==> src/rtl/spike_filter_sched_pkg.sv <==
// ============================================================================
// Module   : spike_filter_sched_pkg
// Desc     : Default widths and grant-pointer type for the spike filter scheduler
// Revision : 1.0
// ============================================================================
`default_nettype none

package spike_filter_sched_pkg;

  localparam int DEF_NTAG  = 11;
  localparam int DEF_NCT   = 10;
  localparam int DEF_NPER  = 24;
  localparam int DEF_NSTAT = 16;

  typedef enum logic {
    GRANT0 = 1'b0,
    GRANT1 = 1'b1
  } grant_e;

endpackage

`default_nettype wire

==> src/rtl/spike_filter_sched_update_timer.sv <==
// ============================================================================
// Module   : update_timer
// Desc     : Periodic single-cycle decay-update pulse generator
// Revision : 1.0
// ============================================================================
`default_nettype none

module update_timer
  import spike_filter_sched_pkg::*;
#(
  parameter int NPER = DEF_NPER
) (
  input  logic            clk,
  input  logic            reset_n,
  input  logic            enable,
  input  logic [NPER-1:0] update_period,
  output logic            update_pulse
);

  localparam logic [NPER-1:0] c_one = NPER'(1);

  logic [NPER-1:0] r_cnt;
  logic            r_pulse;
  logic            w_run;
  logic            w_wrap;

  assign w_run  = enable && (update_period != '0);
  // >= rather than == so that shrinking the period below the count still fires
  assign w_wrap = (r_cnt >= (update_period - c_one));

  always_ff @(posedge clk or negedge reset_n) begin
    if (!reset_n) begin
      r_cnt   <= '0;
      r_pulse <= 1'b0;
    end else if (!w_run) begin
      r_cnt   <= '0;
      r_pulse <= 1'b0;
    end else if (w_wrap) begin
      r_cnt   <= '0;
      r_pulse <= 1'b1;
    end else begin
      r_cnt   <= r_cnt + c_one;
      r_pulse <= 1'b0;
    end
  end

  assign update_pulse = r_pulse;

endmodule

`default_nettype wire

==> src/rtl/spike_filter_sched.sv <==
// ============================================================================
// Module   : spike_filter_sched
// Desc     : Two-input round-robin merge into one registered tag/count stream
// Revision : 1.0
// ============================================================================
`default_nettype none

module spike_filter_sched
  import spike_filter_sched_pkg::*;
#(
  parameter int NTAG  = DEF_NTAG,
  parameter int NCT   = DEF_NCT,
  parameter int NPER  = DEF_NPER,
  parameter int NSTAT = DEF_NSTAT
) (
  input  logic             clk,
  input  logic             reset_n,
  input  logic             in0_v,
  input  logic [NTAG-1:0]  in0_tag,
  input  logic [NCT-1:0]   in0_ct,
  output logic             in0_a,
  input  logic             in1_v,
  input  logic [NTAG-1:0]  in1_tag,
  input  logic [NCT-1:0]   in1_ct,
  output logic             in1_a,
  output logic             out_v,
  output logic [NTAG-1:0]  out_tag,
  output logic [NCT-1:0]   out_ct,
  input  logic             out_a,
  input  logic             enable,
  input  logic [NPER-1:0]  update_period,
  output logic             update_pulse,
  output logic [NSTAT-1:0] count0,
  output logic [NSTAT-1:0] count1
);

  localparam logic [NSTAT-1:0] c_stat_one = NSTAT'(1);

  logic             r_out_v;
  logic [NTAG-1:0]  r_out_tag;
  logic [NCT-1:0]   r_out_ct;
  grant_e           r_last;
  logic [NSTAT-1:0] r_count0;
  logic [NSTAT-1:0] r_count1;

  logic w_free;
  logic w_g0;
  logic w_g1;

  assign w_free = !r_out_v || out_a;
  assign w_g0   = w_free && in0_v && (!in1_v || (r_last == GRANT1));
  assign w_g1   = w_free && in1_v && (!in0_v || (r_last == GRANT0));

  // Accepts are combinational, so they are masked while reset is held
  assign in0_a = w_g0 && reset_n;
  assign in1_a = w_g1 && reset_n;

  always_ff @(posedge clk or negedge reset_n) begin
    if (!reset_n) begin
      r_out_v   <= 1'b0;
      r_out_tag <= '0;
      r_out_ct  <= '0;
      r_last    <= GRANT1;
    end else if (w_free) begin
      r_out_v <= w_g0 || w_g1;
      if (w_g0) begin
        r_out_tag <= in0_tag;
        r_out_ct  <= in0_ct;
        r_last    <= GRANT0;
      end else if (w_g1) begin
        r_out_tag <= in1_tag;
        r_out_ct  <= in1_ct;
        r_last    <= GRANT1;
      end
    end
  end

  always_ff @(posedge clk or negedge reset_n) begin
    if (!reset_n) begin
      r_count0 <= '0;
      r_count1 <= '0;
    end else begin
      if (w_g0 && (r_count0 != '1)) r_count0 <= r_count0 + c_stat_one;
      if (w_g1 && (r_count1 != '1)) r_count1 <= r_count1 + c_stat_one;
    end
  end

  assign out_v   = r_out_v;
  assign out_tag = r_out_tag;
  assign out_ct  = r_out_ct;
  assign count0  = r_count0;
  assign count1  = r_count1;

  update_timer #(
    .NPER (NPER)
  ) u_update_timer (
    .clk           (clk),
    .reset_n       (reset_n),
    .enable        (enable),
    .update_period (update_period),
    .update_pulse  (update_pulse)
  );

endmodule

`default_nettype wire

==> config.mk <==
export PLATFORM = sky130hd
export DESIGN_NAME = spike_filter_sched
export DESIGN_NICKNAME = d
export VERILOG_FILES = /design/src/rtl/spike_filter_sched_pkg.sv /design/src/rtl/spike_filter_sched_update_timer.sv /design/src/rtl/spike_filter_sched.sv
export SDC_FILE = /design/constraint.sdc
export NUM_CORES = 1
export LEC_CHECK = 0
export ABC_AREA = 1
export BUFFER_PORTS_ARGS = -buffer_cell sky130_fd_sc_hd__clkbuf_2
export CAP_MARGIN = 20
export CORE_AREA = 3 3 199 104
export CTS_BUF_LIST = sky130_fd_sc_hd__clkbuf_2
export CTS_CLUSTER_DIAMETER = 30
export CTS_CLUSTER_SIZE = 40
export DETAILED_ROUTE_END_ITERATION = 6
export DIE_AREA = 0 0 202 107
export GPL_TIMING_DRIVEN = 0
export PLACE_DENSITY_LB_ADDON = 0.1
export SETUP_SLACK_MARGIN = 0.05
export SYNTH_ARGS = -nofsm -noshare
export SYNTH_HDL_FRONTEND = slang
export SYNTH_SLANG_ARGS = --single-unit
==> constraint.sdc <==
create_clock -name clk -period 3.4 [get_ports clk]
set_clock_uncertainty 0.1 [all_clocks]
set_input_delay 0 -clock clk [delete_from_list [all_inputs] [get_ports clk]]
set_output_delay 0 -clock clk [all_outputs]
set_load 0.02 [all_outputs]
==> impl_metrics.ini, run 1 <==
[status]
status = completed

[global_route]
grt.overflow.total = 0
grt_use_total = 0.1635
grt_pass1_vias = 5103
grt_pass1_wl_um = 27720
antenna_found_initial = 0
grt_max_degree = 56

[power]
sw_frac_of_total = 0.4147
p_seq_frac = 0.435
p_sw_mw = 1.261
pwr-share-clk = 0.151
internal_power_mw = 1.779
p_per_area_nw_per_um2 = 420.1
peakVddDrop_uv = 273.4
leakage_nw = 3.588
pwr-share-comb = 0.415

[synth]
synth_cells = 762
synth-edff-count = 0
ys_warn_count = 0
synth_nets = 863
yosysTopAreaCellShare = 0.3591
syn_area_sq_um = 5505
yosysSeqAreaShare = 0.3639
synth.top_cells.by_count = nand2_1, nor2_1, dfrtp_1
ys.flop_type = dfrtp_1
synth_most_common_cell = nand2_1
synth_largest_area_cell = dfrtp_1
synth_area_leaders = dfrtp_1, nand2_1, nor2_1, ha_1, inv_1
ys_async_sr_fraction = 1.000
synth.distinct_cells = 32
synth_area_per_cell_sq_um = 7.225
synth_seq_cells = 80

[clock_tree]
clkTransAtPathRegs_ns = 0.23
post_cts_resize_count = 0
cts_buffers = 9
htree_levels = 3
clockBufferDepth = 2
post-cts-setup-buffer-count = 0
clock_sinks = 80
clk_latency_ns = 0.57
cts_tree = done
holdBufCountCts = 63
cts-root-buf = clkbuf_2

[detailed_routing]
drt.antenna.violating_nets = 0
topRoutingLayerUsed = met4
wl_um = 17620
drc = 0
wl_met1_um = 10310
dr.pass1.iters = 5
wl_met3_um = 1168
drt_iter0_drc = 329
routed-wl-met2_um = 6040
wl_per_cell_um = 14.25
vias = 5493
via_per_inst = 4.444

[floorplanning]
die_y_um = 107
coreArea_sq_um = 19140
die_x_um = 202
die-area_sq_um = 21610
ioPinCount = 129
start_util = 0.2876
std_cell_rows = 36

[critical_path]
crit_fanout = 10
worstPathArrival_ns = 2.92
crit_required_ns = 3.78
cp-start-kind = input port
critPathMaxStageDelay_ns = 0.39
worstPathCellList = clkbuf_2, nor2_1, nand2_1, nor2_1, nand2_1, nor2_1, nand3b_1, nand2_1, inv_1, ha_1, nand2_1, nor2_1, nand3_1, nor2_1, nand2_1, nand2_1, buf_2, nor2_1
critPathKind = input port to flip-flop
slowest_stage = nor2_1
worstSetupEndpointType = flip-flop

[timing]
totalNegativeSetupSlack_ns = 0
max_freq_mhz = 394.3
hold_viol_final = 0
slew_headroom = 0.5630
postLayoutSetupSlackWorst_ns = 0.8637
finalSetupViolCount = 0
rsz0062_at_grt = no
finalCriticalPeriod_ns = 2.536
report.final.slew_viol_count = 0
finalCritPeriodShare = 0.7460
tightestPinTransition_ns = 0.6531

[min_path]
hp-class = input port to flip-flop

[placement]
post-place-ws_ns = 0.2822
gp_congestion = 0.8148
placed_area_sq_um = 6509
dp_hpwl_um = 13580
portBuffers = 128
placed_cells = 1157

[job]
maxCapViolations = 0

[layout]
n_antenna_cell = 0
stdcell_area_sq_um = 7236
fin_nets = 1066
regArea_sq_um = 2003
syn_to_final_growth_pct = 31.43
multiInputGateArea_sq_um = 3143
nFillCells = 2054
fin_cells = 1236
layout-drive-gt1-share = 0.1845
[power by group through the flow]
stage                     Clock [mW]  Sequential [mW]  Combinational [mW]
after floorplan                    0             1.51               0.500
after global placement             0             1.34                1.10
after detailed placement           0             1.33                1.11
after CTS                      0.490             1.32                1.27
after global routing           0.529             1.35                1.38
final                          0.458             1.32                1.26
[layer usage]
metal | GRT usage | up-vias
met2 | 0.2012 | 135
met3 | 0.04641 | 10
met1 | 0.2720 | 2487
met4 | 0.02387 | 0
met5 | 0 | -
li1 | - | 2861
[logic make-up (layout without fill, tap and decap cells)]
| family | after synthesis | count (layout) | synth area share |
|---|---|---|---|
| AND/OR/NAND/NOR | 450 | 450 | 0.3468 |
| XOR/XNOR | 42 | 42 | 0.06682 |
| AO/OA/AOI/OAI | 76 | 76 | 0.09137 |
| adder cells (fa/ha/maj) | 29 | 29 | 0.06591 |
| flip-flops | 80 | 80 | 0.3639 |
| buffers and inverters | 85 | 293 | 0.06523 |
[critical path, delay by kind of cell]
family / cells / cell delay [ns]
buffers and inverters: 3 / 0.45
AND/OR/NAND/NOR: 14 / 2.19
adder cells (fa/ha/maj): 1 / 0.28
[layout make-up]
| cell class | instances | area share |
|---|---|---|
| Multi-Input combinational cell | 597 | 0.4344 |
| Inverter | 69 | 0.03614 |
| Clock buffer | 10 | 0.006917 |
| Timing Repair Buffer | 192 | 0.1812 |
| Buffer | 16 | 0.01349 |
| Tap cell | 266 | 0.04600 |
| Clock inverter | 6 | 0.005015 |
| Sequential cell | 80 | 0.2768 |
[registers in the layout, summed over array words and instances, names as in the netlist]
signal,cells
r_last,1
out_tag,11
count0,16
u_update_timer.update_pulse,1
count1,16
u_update_timer.r_cnt,24
out_ct,10
out_v,1
[path summary, 6_finish.rpt]
| check | from | end | slack (ns) | cells past startpoint |
|---|---|---|---|---|
| max | update_period[2] | u_update_timer.r_cnt[22] | 0.86 | 18 |
| min | in0_v | count0[0] | 0.07 | 5 |
| max reg2reg | r_last | out_tag[8] | 0.98 | 8 |
| min reg2reg | count1[12] | count1[12] | 0.43 | 1 |
| max in group asynchronous | reset_n | count0[15] | 2.48 | 4 |
| min in group asynchronous | reset_n | out_tag[3] | 0.39 | 4 |
[placed cells by master (no fill, tap or decap), drive strengths merged]
cell,synthesis,layout
nand3b,9,9
o21bai,3,3
a2bb2oi,21,21
a21oi,29,29
clkinv,0,4
dfrtp,79,79
nand2,241,241
inv,69,69
a21o,4,4
o21ai,19,19
or2,3,3
clkinvlp,0,2
nor2,118,118
clkbuf,3,141
xnor2,22,22
dlygate4sd3,0,62
ha,29,29
nand3,52,52
nor3,13,13
dfstp,1,1
and2,1,1
nand4,13,13
xor2,20,20
buf,13,15
[metrics by stage]
step	utilization	hold slack (ns)	power (mW)
after global placement	0.3384	0.1399	2.443
after global routing	0.3780	0.05269	3.253
after CTS	0.3780	0.008608	3.078
after detailed placement	0.3400	-0.1081	2.436
after floorplan	-	-0.3956	2.010
final	0.3780	0.07462	3.040
Note: power is estimated with default switching activity, not from simulation.
==> inputs of run 2 (changes only) <==
==> constraint.sdc (replaced) <==
create_clock -name clk -period 2.42 [get_ports clk]
set_clock_uncertainty 0.1 [all_clocks]
set_input_delay 0 -clock clk [delete_from_list [all_inputs] [get_ports clk]]
set_output_delay 0 -clock clk [all_outputs]
set_load 0.02 [all_outputs]
==> impl_metrics.ini, run 2 (same netlist as run 1, synthesis figures left out) <==
[timing]
hold_viol_final = 0
report.final.slew_viol_count = 0
rsz0062_at_grt = no
finalCriticalPeriod_ns = 2.274
slew_headroom = 0.5631
finalCritPeriodShare = 0.9395
tightestPinTransition_ns = 0.6529
finalSetupViolCount = 0
max_freq_mhz = 439.8

[floorplanning]
ioPinCount = 129
die_y_um = 107
start_util = 0.2876
die-area_sq_um = 21610
coreArea_sq_um = 19140
std_cell_rows = 36
die_x_um = 202

[layout]
stdcell_area_sq_um = 7330
largest_register_ffs = 24
layout_commonest_cell = nand2_1
final_cell_mix = nand2_1, clkbuf_2, nor2_1
fin_nets = 1068
fin_cells = 1238
syn_to_final_growth_pct = 33.14
n_antenna_cell = 0
layout-drive-gt1-share = 0.2058
largest_register = u_update_timer.r_cnt

[global_route]
grt_max_degree = 56
grt.overflow.total = 0
grt_pass1_vias = 5138
antenna_found_initial = 0
grt_pass1_wl_um = 28160
grt_use_total = 0.1658

[detailed_routing]
via_per_inst = 4.481
drc = 0
wl_um = 18000
wl_per_cell_um = 14.54
dr.pass1.iters = 5
drt_iter0_drc = 337
vias = 5548
drt.antenna.violating_nets = 0

[critical_path]
cp-start-kind = flip-flop
critPathKind = flip-flop to flip-flop
crit_required_ns = 2.84
crit_fanout = 5
worstSetupEndpointType = flip-flop
crit_end = u_update_timer.update_pulse
r2r-start = u_update_timer.r_cnt[6]
crit_start = u_update_timer.r_cnt[6]
timing.rr.end = u_update_timer.update_pulse
worstPathArrival_ns = 2.69
rrSetupSlack_ns = 0.15
ff2ff_path_depth = 10

[job]
maxCapViolations = 0

[status]
status = completed

[power]
p_per_area_nw_per_um2 = 566.4
p_total_mw = 4.151
leakage_nw = 3.597
peakVddDrop_uv = 369.3

[placement]
placed_area_sq_um = 6509
dp_hpwl_um = 13580
portBuffers = 128
placed_cells = 1157
gp_congestion = 0.8148

[clock_tree]
htree_levels = 3
cts_tree = done
clk_latency_ns = 0.56
cts-root-buf = clkbuf_2
cts_buffers = 9
clock_sinks = 80
clkTransAtPathRegs_ns = 0.23
clockBufferDepth = 2

[min_path]
hp-class = input port to flip-flop
-- run 2: cell types whose count changed in the layout (fill, tap and decap cells not counted), moves of 2 or more --
| cell | previous run | this run |
|---|---|---|
| nor2_2 | 1 | 4 |
| nand2_1 | 238 | 235 |
| nand3_1 | 48 | 46 |
| nor2_1 | 117 | 111 |
| nor2_4 | 0 | 3 |
| ha_1 | 29 | 27 |
| dfrtp_2 | 0 | 6 |
| dfrtp_1 | 79 | 73 |
| nand3_2 | 4 | 6 |
| nand2_2 | 1 | 4 |
-- run 2: routing by layer --
layer	up-vias	routed length (um)	share of wire	track usage
met5	-	0	0	0
met4	0	98	0.0054	0.02387
met3	10	1015	0.056	0.04398
met2	133	6361	0.35	0.2070
met1	2537	10520	0.58	0.2757
li1	2868	-	-	-
-- run 2: per-stage QoR --
stage               setup TNS, ns  utilization  hold slack, ns  setup slack, ns
floorplan                       0            -         -0.3956           0.2648
global placement           -15.83       0.3384          0.1399          -0.7166
detailed placement         -15.28       0.3400         -0.1081          -0.6978
CTS                             0       0.3789        0.001051          0.09510
global route                    0       0.3829         0.01035          0.05337
finish                          0       0.3829         0.09352           0.1465
-- run 2: what timing repair did --
item	CTS	global route
hold endpoints to repair	123	0
pin swaps	0	1
endpoints found under the setup margin	20	24
resized for setup	3	21
hold buffers	64	0
setup buffers	0	1
-- run 2: worst max-delay path, cell delays in order, from the launching register on --
cell	delay (ns)
dfrtp_2	0.49
ha_1	0.30
nand2_1	0.07
nor2_2	0.14
nand2_1	0.06
nor2_1	0.09
nor2_1	0.05
nand2_1	0.12
nand2_1	0.10
a21oi_1	0.14
dlygate4sd3_1	0.55
-- run 2: layout make-up --
| cell class | instances | area [sq um] |
|---|---|---|
| Sequential cell | 80 | 2011 |
| Inverter | 69 | 261.5 |
| Multi-Input combinational cell | 597 | 3209 |
| Buffer | 16 | 100.1 |
| Tap cell | 266 | 332.8 |
| Clock inverter | 6 | 36.28 |
| Clock buffer | 10 | 50.05 |
| Fill cell | 2036 | 11810 |
| Timing Repair Buffer | 194 | 1329 |
-- run 2: how the worst min path moves through the flow --
| stage | from | end | slack, ns | cells past startpoint |
|---|---|---|---|---|
| 2_1_floorplan | reset_n | count0[0] | -0.40 | 0 |
| 3_3_place_gp | in1_ct[1] | out_ct[1] | 0.14 | 3 |
| 3_5_place_dp | reset_n | out_tag[2] | -0.11 | 1 |
| 4_1_cts | in1_tag[2] | out_tag[2] | 0.001 | 4 |
| 5_1_grt | in1_ct[7] | out_ct[7] | 0.01 | 4 |
| 6_report | in1_tag[2] | out_tag[2] | 0.09 | 4 |
-- run 2: report_power, final --
part           leakage, nW  internal, mW  total, mW  switching, mW
Sequential            1.02          1.59       1.85          0.261
Combinational         2.52         0.665       1.66          0.996
Clock               0.0530         0.132      0.637          0.505
==> inputs of run 3 (changes only) <==
--- a/config.mk
+++ b/config.mk
@@ -16,6 +16,7 @@
 export DIE_AREA = 0 0 202 107
 export GPL_TIMING_DRIVEN = 0
 export PLACE_DENSITY_LB_ADDON = 0.1
+export RECOVER_POWER = 100
 export SETUP_SLACK_MARGIN = 0.05
 export SYNTH_ARGS = -nofsm -noshare
 export SYNTH_HDL_FRONTEND = slang
==> impl_metrics.ini, run 3 (same netlist as run 1, synthesis figures left out) <==
[layout]
n_antenna_cell = 0
fin_cells = 1238
multiInputGateArea_sq_um = 3182
layout_commonest_cell = nand2_1
finish.utilization = 0.3761
fin_nets = 1068
regArea_sq_um = 2008
largest_register = u_update_timer.r_cnt
syn_to_final_growth_pct = 30.77
nFillCells = 2079
largest_register_ffs = 24
layout-drive-gt1-share = 0.1358
final_cell_mix = nand2_1, nor2_1, clkbuf_2
stdcell_area_sq_um = 7199

[global_route]
antenna_found_initial = 0
grt_max_degree = 56
grt_pass1_vias = 5138
grt.overflow.total = 0
grt_use_total = 0.1658
grt_pass1_wl_um = 28160

[floorplanning]
start_util = 0.2876
die_y_um = 107
coreArea_sq_um = 19140
std_cell_rows = 36
ioPinCount = 129
die-area_sq_um = 21610
die_x_um = 202

[min_path]
whs_endpoint = out_tag[2]
whs_path_depth = 4
hp-class = input port to flip-flop
hold_start = in1_tag[2]

[critical_path]
timing.rr.end = u_update_timer.update_pulse
worstPathArrival_ns = 2.71
worstSetupEndpointType = flip-flop
cp-start-kind = flip-flop
crit_required_ns = 2.84
critPathKind = flip-flop to flip-flop
crit_fanout = 5
crit_start = u_update_timer.r_cnt[6]
r2r-start = u_update_timer.r_cnt[6]
rrSetupSlack_ns = 0.14
ff2ff_path_depth = 10

[clock_tree]
clkTransAtPathRegs_ns = 0.24
clk_latency_ns = 0.57
clock_sinks = 80
htree_levels = 3
clockBufferDepth = 2
cts_buffers = 9
cts_tree = done
cts-root-buf = clkbuf_2

[timing]
fin_hold_ws_ns = 0.09105
rsz0062_at_grt = no
report.final.slew_viol_count = 0
finalCriticalPeriod_ns = 2.282
postLayoutSetupSlackWorst_ns = 0.1383
finalCritPeriodShare = 0.9429
finalSetupViolCount = 0
totalNegativeSetupSlack_ns = 0
hold_viol_final = 0
slew_headroom = 0.004207
tightestPinTransition_ns = 1.494
max_freq_mhz = 438.3

[placement]
placed_cells = 1157
post-place-ws_ns = -0.6978
gp_congestion = 0.8148
placed_area_sq_um = 6509
dp_hpwl_um = 13580
portBuffers = 128

[detailed_routing]
vias = 5567
wl_per_cell_um = 14.55
wl_um = 18020
drt.antenna.violating_nets = 0
via_per_inst = 4.497
drc = 0
drt_iter0_drc = 370
dr.pass1.iters = 4

[power]
peakVddDrop_uv = 365.7
p_total_mw = 4.049
leakage_nw = 3.395
p_per_area_nw_per_um2 = 562.3

[status]
violations = capacitance limit
status = finished with violations

[job]
maxCapViolations = 1
run 3: cell types whose count changed in the layout (fill, tap and decap cells not counted), moves of 2 or more:
cell	change
o21ai_2	-4
dfrtp_2	-2
buf_2	-2
clkbuf_2	-53
dfrtp_1	+2
clkbuf_1	+59
o21ai_0	+4
run 3: area by class of cell:
cell class / count / share of cell area
tap: 266 / 0.04623
clock inverter: 6 / 0.005040
timing repair buffer: 194 / 0.1726
sequential: 80 / 0.2789
multi-input combinational: 597 / 0.4420
buffer: 16 / 0.01199
inverter: 69 / 0.03632
clock buffer: 10 / 0.006952
run 3: worst max-delay path by stage:
stage | endpoint
finish | u_update_timer.update_pulse
CTS | u_update_timer.r_cnt[7]
detailed placement | u_update_timer.r_cnt[7]
floorplan | u_update_timer.r_cnt[10]
global route | u_update_timer.update_pulse
global placement | u_update_timer.r_cnt[22]
run 3: where the power goes:
part           switching [mW]  internal, mW  leakage, nW  total (mW)
Combinational           0.981         0.579         2.32        1.56
Clock                   0.512         0.132       0.0530       0.643
Sequential              0.254          1.59         1.03        1.85
run 3: repair_timing:
| item | CTS | global route |
|---|---|---|
| buffers inserted | 0 | 1 |
| gates cloned | 0 | 0 |
| hold buffers | 64 | 0 |
| pin swaps | 0 | 1 |
| hold endpoints to repair | 123 | 0 |
| setup endpoints to repair | 20 | 24 |
| gates resized for setup | 3 | 21 |
run 3: worst max-delay path, stage by stage (launching register included):
cell and delay (ns):
dfrtp_2 0.50, ha_1 0.30, nand2_1 0.07, nor2_2 0.14
nand2_1 0.06, nor2_1 0.09, nor2_1 0.05, nand2_1 0.12
nand2_1 0.10, a21oi_1 0.14, dlygate4sd3_1 0.55
run 3: per-layer routing:
metal | track usage | vias up | share of wire
met1 | 0.2757 | 2555 | 0.58
met3 | 0.04398 | 10 | 0.061
met4 | 0.02387 | 0 | 0.0054
met5 | 0 | - | 0
met2 | 0.2070 | 140 | 0.35
li1 | - | 2862 | -
